==> src/rtl/alu_seq_pkg.sv <==
// Shared types and helpers for the ALU operation sequencer.
// Button vectors are ordered {U,L,C,R,D}: U is bit 4, D is bit 0.
package alu_seq_pkg;

  typedef enum logic [2:0] {
    IDLE,
    DEBOUNCE,
    ISSUE,
    SETTLE,
    CAPTURE,
    WAIT_RELEASE
  } seq_state_t;

  typedef enum logic [2:0] {
    OP_U,
    OP_L,
    OP_C,
    OP_R,
    OP_D
  } op_t;

  localparam int NUM_BTN = 5;

  // One-hot select for an operation, in {U,L,C,R,D} bit order.
  function automatic logic [NUM_BTN-1:0] onehot(input op_t op);
    logic [NUM_BTN-1:0] sel;
    case (op)
      OP_U:    sel = 5'b10000;
      OP_L:    sel = 5'b01000;
      OP_C:    sel = 5'b00100;
      OP_R:    sel = 5'b00010;
      OP_D:    sel = 5'b00001;
      default: sel = 5'b00000;
    endcase
    return sel;
  endfunction

  // Priority U > L > C > R > D. Callers only use the result when some bit is set.
  function automatic op_t prio_enc(input logic [NUM_BTN-1:0] b);
    op_t op;
    if (b[4])      op = OP_U;
    else if (b[3]) op = OP_L;
    else if (b[2]) op = OP_C;
    else if (b[1]) op = OP_R;
    else           op = OP_D;
    return op;
  endfunction

endpackage

==> src/rtl/btn_sync2.sv <==
// Two-flop synchroniser for asynchronous button inputs.
module btn_sync2 #(
  parameter int W = 5
) (
  input  logic         clk,
  input  logic         rst_n,
  input  logic [W-1:0] d,
  output logic [W-1:0] q
);

  logic [W-1:0] meta_q, meta_d;
  logic [W-1:0] sync_q, sync_d;

  // Next values: shift raw input through two stages.
  always_comb begin
    meta_d = d;
    sync_d = meta_q;
  end

  // Synchroniser registers, cleared by reset.
  always_ff @(posedge clk or negedge rst_n) begin
    if (!rst_n) begin
      meta_q <= '0;
      sync_q <= '0;
    end else begin
      meta_q <= meta_d;
      sync_q <= sync_d;
    end
  end

  assign q = sync_q;

endmodule

==> src/rtl/alu_op_sequencer.sv <==
// Front-end controller for the 8-bit five-operation button ALU.
// Synchronises and debounces buttons, picks one op, registers operands,
// waits for the ALU to settle and captures the result into led.
// Optional feature macro: ALU_CHAIN_EN (chain=1 feeds led back as operand A).
// result_valid is a one-cycle pulse with no ready: the consumer must take led
// on that cycle or read the held led value later; there is no backpressure.
// DEBOUNCE_CYC must be at least 2.
module alu_op_sequencer
  import alu_seq_pkg::*;
#(
  parameter int DEBOUNCE_CYC = 1_000_000,
  parameter int SETTLE_CYC   = 2,
  parameter int W            = 8
) (
  input  logic         clk,
  input  logic         rst_n,
  input  logic [4:0]   btn_raw,
  input  logic [W-1:0] sw_a,
  input  logic [W-1:0] sw_b,
  input  logic         chain,
  input  logic [W-1:0] alu_result,
  output logic [W-1:0] alu_a,
  output logic [W-1:0] alu_b,
  output logic [4:0]   alu_sel,
  output logic [W-1:0] led,
  output logic         result_valid,
  output logic         busy,
  output logic [7:0]   op_count
);

  // One counter serves debounce, settle and release timing.
  localparam int CNT_MAX = (DEBOUNCE_CYC > SETTLE_CYC) ? DEBOUNCE_CYC : SETTLE_CYC;
  localparam int CNT_W   = $clog2(CNT_MAX + 1);
  localparam logic [CNT_W-1:0] DEB_LAST    = CNT_W'(DEBOUNCE_CYC - 1);
  localparam logic [CNT_W-1:0] SETTLE_LAST = CNT_W'(SETTLE_CYC);

  logic [4:0] btn_s;

  btn_sync2 #(.W(5)) u_sync (
    .clk   (clk),
    .rst_n (rst_n),
    .d     (btn_raw),
    .q     (btn_s)
  );

`ifndef ALU_CHAIN_EN
  // chain stays on the port list for pin compatibility only.
  logic unused_chain;
  assign unused_chain = chain;
`endif

  seq_state_t       state_q, state_d;
  op_t              op_q, op_d;
  logic [CNT_W-1:0] cnt_q, cnt_d, cnt_inc;
  logic [W-1:0]     alu_a_q, alu_a_d;
  logic [W-1:0]     alu_b_q, alu_b_d;
  logic [4:0]       alu_sel_q, alu_sel_d;
  logic [W-1:0]     led_q, led_d;
  logic             rv_q, rv_d;
  logic [7:0]       op_count_q, op_count_d;

  assign cnt_inc = cnt_q + CNT_W'(1);

  // Next-state and datapath updates for the sequencer FSM.
  // The IDLE cycle that first sees a button counts as the first debounce
  // cycle, so DEBOUNCE leaves when the incremented count reaches the last value.
  always_comb begin
    state_d    = state_q;
    op_d       = op_q;
    cnt_d      = cnt_q;
    alu_a_d    = alu_a_q;
    alu_b_d    = alu_b_q;
    alu_sel_d  = alu_sel_q;
    led_d      = led_q;
    rv_d       = 1'b0;
    op_count_d = op_count_q;
    case (state_q)
      IDLE: begin
        if (|btn_s) begin
          state_d = DEBOUNCE;
          op_d    = prio_enc(btn_s);
          cnt_d   = '0;
        end
      end
      DEBOUNCE: begin
        if ((btn_s & onehot(op_q)) == 5'b00000) begin
          state_d = IDLE;
          cnt_d   = '0;
        end else begin
          cnt_d = cnt_inc;
          if (cnt_inc == DEB_LAST) begin
            state_d = ISSUE;
          end
        end
      end
      ISSUE: begin
`ifdef ALU_CHAIN_EN
        alu_a_d = chain ? led_q : sw_a;
`else
        alu_a_d = sw_a;
`endif
        alu_b_d   = sw_b;
        alu_sel_d = onehot(op_q);
        cnt_d     = '0;
        state_d   = SETTLE;
      end
      SETTLE: begin
        cnt_d = cnt_inc;
        if (cnt_inc == SETTLE_LAST) begin
          cnt_d   = '0;
          state_d = CAPTURE;
        end
      end
      CAPTURE: begin
        led_d      = alu_result;
        rv_d       = 1'b1;
        op_count_d = op_count_q + 8'd1;
        alu_sel_d  = 5'b00000;
        cnt_d      = '0;
        state_d    = WAIT_RELEASE;
      end
      WAIT_RELEASE: begin
        if (|btn_s) begin
          cnt_d = '0;
        end else if (cnt_q == DEB_LAST) begin
          cnt_d   = '0;
          state_d = IDLE;
        end else begin
          cnt_d = cnt_inc;
        end
      end
      default: begin
        state_d = IDLE;
        cnt_d   = '0;
      end
    endcase
  end

  // State and output registers; reset aborts any operation in flight.
  always_ff @(posedge clk or negedge rst_n) begin
    if (!rst_n) begin
      state_q    <= IDLE;
      op_q       <= OP_U;
      cnt_q      <= '0;
      alu_a_q    <= '0;
      alu_b_q    <= '0;
      alu_sel_q  <= '0;
      led_q      <= '0;
      rv_q       <= 1'b0;
      op_count_q <= '0;
    end else begin
      state_q    <= state_d;
      op_q       <= op_d;
      cnt_q      <= cnt_d;
      alu_a_q    <= alu_a_d;
      alu_b_q    <= alu_b_d;
      alu_sel_q  <= alu_sel_d;
      led_q      <= led_d;
      rv_q       <= rv_d;
      op_count_q <= op_count_d;
    end
  end

  assign alu_a        = alu_a_q;
  assign alu_b        = alu_b_q;
  assign alu_sel      = alu_sel_q;
  assign led          = led_q;
  assign result_valid = rv_q;
  assign busy         = (state_q != IDLE);
  assign op_count     = op_count_q;

endmodule
==> config.mk <==
export PLATFORM = sky130hd
export DESIGN_NAME = alu_op_sequencer
export DESIGN_NICKNAME = d
export VERILOG_FILES = /design/src/rtl/alu_seq_pkg.sv /design/src/rtl/btn_sync2.sv /design/src/rtl/alu_op_sequencer.sv
export SDC_FILE = /design/constraint.sdc
export NUM_CORES = 1
export LEC_CHECK = 0
export BUFFER_PORTS_ARGS = -buffer_cell sky130_fd_sc_hd__buf_2
export CAP_MARGIN = 10
export CORE_MARGIN = 2
export CORE_UTILIZATION = 35
export CTS_CLUSTER_SIZE = 40
export DETAILED_ROUTE_END_ITERATION = 8
export GPL_TIMING_DRIVEN = 0
export HOLD_SLACK_MARGIN = 0.15
export SYNTH_ARGS = -nofsm -noshare
export SYNTH_HDL_FRONTEND = slang
export SYNTH_SLANG_ARGS = --single-unit
==> constraint.sdc <==
create_clock -name clk -period 3 [get_ports clk]
set_input_delay 0.3 -clock clk [delete_from_list [all_inputs] [get_ports clk]]
set_output_delay 0.3 -clock clk [all_outputs]
set_load 0.005 [all_outputs]
==> results_dict.tcl <==
set metrics [dict create \
    status "complete, no violations" \
    root_buffer "clkbuf_8" \
    tritoncts.num_buffers 9 \
    syn_area_mm2 0.00375 \
    setup_slack_ns 0.132 \
    yosys_warnings 0 \
    syn_avg_cell_area_um2 10.4 \
    synth_ff_type "dfrtp_1" \
    hp-class "in2reg" \
    cts.sinks 74 \
    synth_top_cell_by_area "dfrtp_1" \
    syn_nets 395 \
    portBuffers 69 \
    initial_core_util_pct 36.1 \
    required_ns 3.24 \
    hold-worst-slack_ns 0.171 \
    h-tree-depth 3 \
    n_fill_cell 1017 \
    seq_area_frac_synth_pct 49.4 \
    viasPerCell 5.24 \
    wl_per_cell_um 14.7 \
    synthArstFlopShare_pct 100 \
    vias 3084 \
    ir_drop_mv 0.448 \
    timing.fmax_mhz 349 \
    drtPass1Iterations 4 \
    rrSetupSlack_ns 0.13 \
    finalNetCount 483 \
    multiInputGateArea_mm2 0.00177 \
    p_leak_uw 0.00204 \
    critical_path_class "reg2reg" \
    synth_edf_count 0 \
    layout-drive-gt1-share_pct 31.9 \
    ios 71 \
    place_congestion 0.868 \
    cp-start-kind "register" \
    whs_path_depth 2 \
    die_w_um 107 \
    area.growth.synth_to_final_pct 22.7 \
    post-place-ws_ns 0.0835 \
    clk_pin_slew_ns 0.09 \
    ff2ff_path_depth 11 \
    synth.area.top_cells "dfrtp_1 49%, mux2_2 7.8%, nand2_1 3.4%" \
    antenna_found_initial 0 \
    finalSetupViolCount 0 \
    overflow 0 \
    antenna_cells 0 \
    drc_errors 0 \
    synth_cell_types 58 \
    hpwl_um 6050 \
    crit_path_top_delay_cell "dfrtp_2" \
    ant_nets 0 \
    hold_viol 0 \
    cpLargestDelayFamily "compound AO/OA/AOI/OAI gates" \
    netlist_instances 359 \
    die_area_mm2 0.0116 \
    synth.most_common_cell "dfrtp_1" \
    clock_skew_ns 0.00918 \
    ys_seq_elements 74 \
    maxCapViolCount 0 \
    powerDensity_mw_per_mm2 731 \
    worstMarginPinSlew_ns 0.565 \
    first_global_vias 3038 \
    ff_latch_area_mm2 0.00186 \
    synth.top_cells.by_count "74 x dfrtp_1, 34 x nand2_1, 26 x mux2_2" \
    slowest_delay_ns 0.44 \
    slew_viol_final 0 \
    grt_max_degree 52 \
    path_buf_inv 2 \
    num_rows 37 \
    routed_wl_um 8630 \
    clk_latency_ns 0.35 \
    finalCriticalPeriod_ns 2.87 \
    clock_path_buffers 2 \
    coreArea_mm2 0.0104 \
    drt_iter0_markers 206 \
    cts_tree "done" \
    grt_pass1_wl_um 14600 \
    arrival_ns 3.11 \
    synth_top_area_share_pct 49.4 \
    worstSetupEndpointType "register" \
    fp.dieH_um 107 \
    max_slew_margin_pct 62.3 \
    fin_crit_sh_pct 95.6 \
    grt_use_total_pct 15.7 \
    cp_max_fo 10 \
    worstSetupPathDepth 11 \
    crit_chain "ha_2 > nand4_1 > buf_4 > a211o_1 > o31ai_1 > o21a_1 > nand4_2 > o31ai_4 > buf_6 > a21oi_1 > a221o_1" \
]
[where the power goes]
part	internal [uW]	switching (uW)	total [uW]
sequential	1250	178	1430
clock	395	407	802
combinational	539	586	1120
[cells by family after synthesis]
family | after synthesis | share of synthesized area, %
simple gates | 124 | 17.8
xor+xnor | 10 | 2.34
flops | 74 | 49.4
buf+inv | 31 | 4.24
fa+ha+maj | 4 | 1.34
mux | 29 | 8.61
compound gates | 87 | 16.2
[cell usage in the layout, fill, tap and decap left out, types with 9 or more instances in the layout]
cell type / count
nand2_1: 33
clkbuf_8: 9
nand3_1: 13
dfrtp_1: 71
o21ai_0: 19
buf_2: 74
nor2_1: 19
clkbuf_1: 10
a21oi_1: 19
nand4_1: 9
a211oi_1: 9
mux2_2: 26
[flip-flops by register name, summed over array words and instances (netlist names)]
signal / flops
u_sync.meta_q: 5
led: 8
u_sync.q: 5
alu_a: 8
op_q: 3
result_valid: 1
op_count: 8
alu_b: 8
cnt_q: 20
alu_sel: 5
state_q: 3
[cell type report]
type / instances / share of cell area [%]
inverters: 7 / 0.572
repair buffers: 77 / 9.64
multi-input cells: 254 / 38.5
clock inverters: 6 / 1.58
plain buffers: 24 / 2.91
flip-flops and latches: 74 / 40.4
clock buffers: 10 / 2.78
well taps: 136 / 3.70
[worst paths after layout]
| check | start | to |
|---|---|---|
| worst min-delay path | sw_b[7] | alu_b[7] |
| worst max register to register | cnt_q[1] | cnt_q[13] |
| max in group asynchronous | rst_n | cnt_q[2] |
| worst min register to register | u_sync.meta_q[4] | u_sync.q[4] |
| min in group asynchronous | rst_n | cnt_q[13] |
| worst max-delay path | cnt_q[1] | cnt_q[13] |
[metrics by stage]
stage | total power, uW | setup TNS, ns | instances | utilization (%) | instance area, um2
final | 3360 | 0 | 588 | 44.3 | 4600
after global routing | 3600 | -0.0302 | 588 | 44.3 | 4600
after CTS | 3380 | 0 | 587 | 43.9 | 4550
after detailed placement | 2560 | 0 | 565 | 41.4 | 4290
after global placement | 2520 | 0 | 564 | 41.1 | 4260
after floorplan | 2110 | 0 | 359 | - | 3750
[worst reg2reg max path, stage by stage (launching register included)]
cell and delay, ns:
dfrtp_2 0.44, ha_2 0.26, nand4_1 0.22, buf_4 0.21, a211o_1 0.25, o31ai_1 0.06, o21a_1 0.20, nand4_2 0.18
o31ai_4 0.37, buf_6 0.20, a21oi_1 0.08, a221o_1 0.28
[repair_timing]
item                       CTS  global route
hold endpoints to repair    28             0
resized for setup            0            12
buffers inserted             0             1
hold buffers                 6             0
setup endpoints to repair    0            21
[per-layer routing]
| layer | share of wire, % | wire length [um] | GRT usage (%) | up-vias |
|---|---|---|---|---|
| li1 | - | - | - | 1498 |
| met1 | 46 | 3960 | 21.3 | 1474 |
| met2 | 46 | 3930 | 24.2 | 101 |
| met3 | 7.1 | 616 | 5.39 | 11 |
| met4 | 1.4 | 121 | 3.94 | 0 |
| met5 | 0 | 0 | 0 | - |
Note: power is estimated with default switching activity, not from simulation.
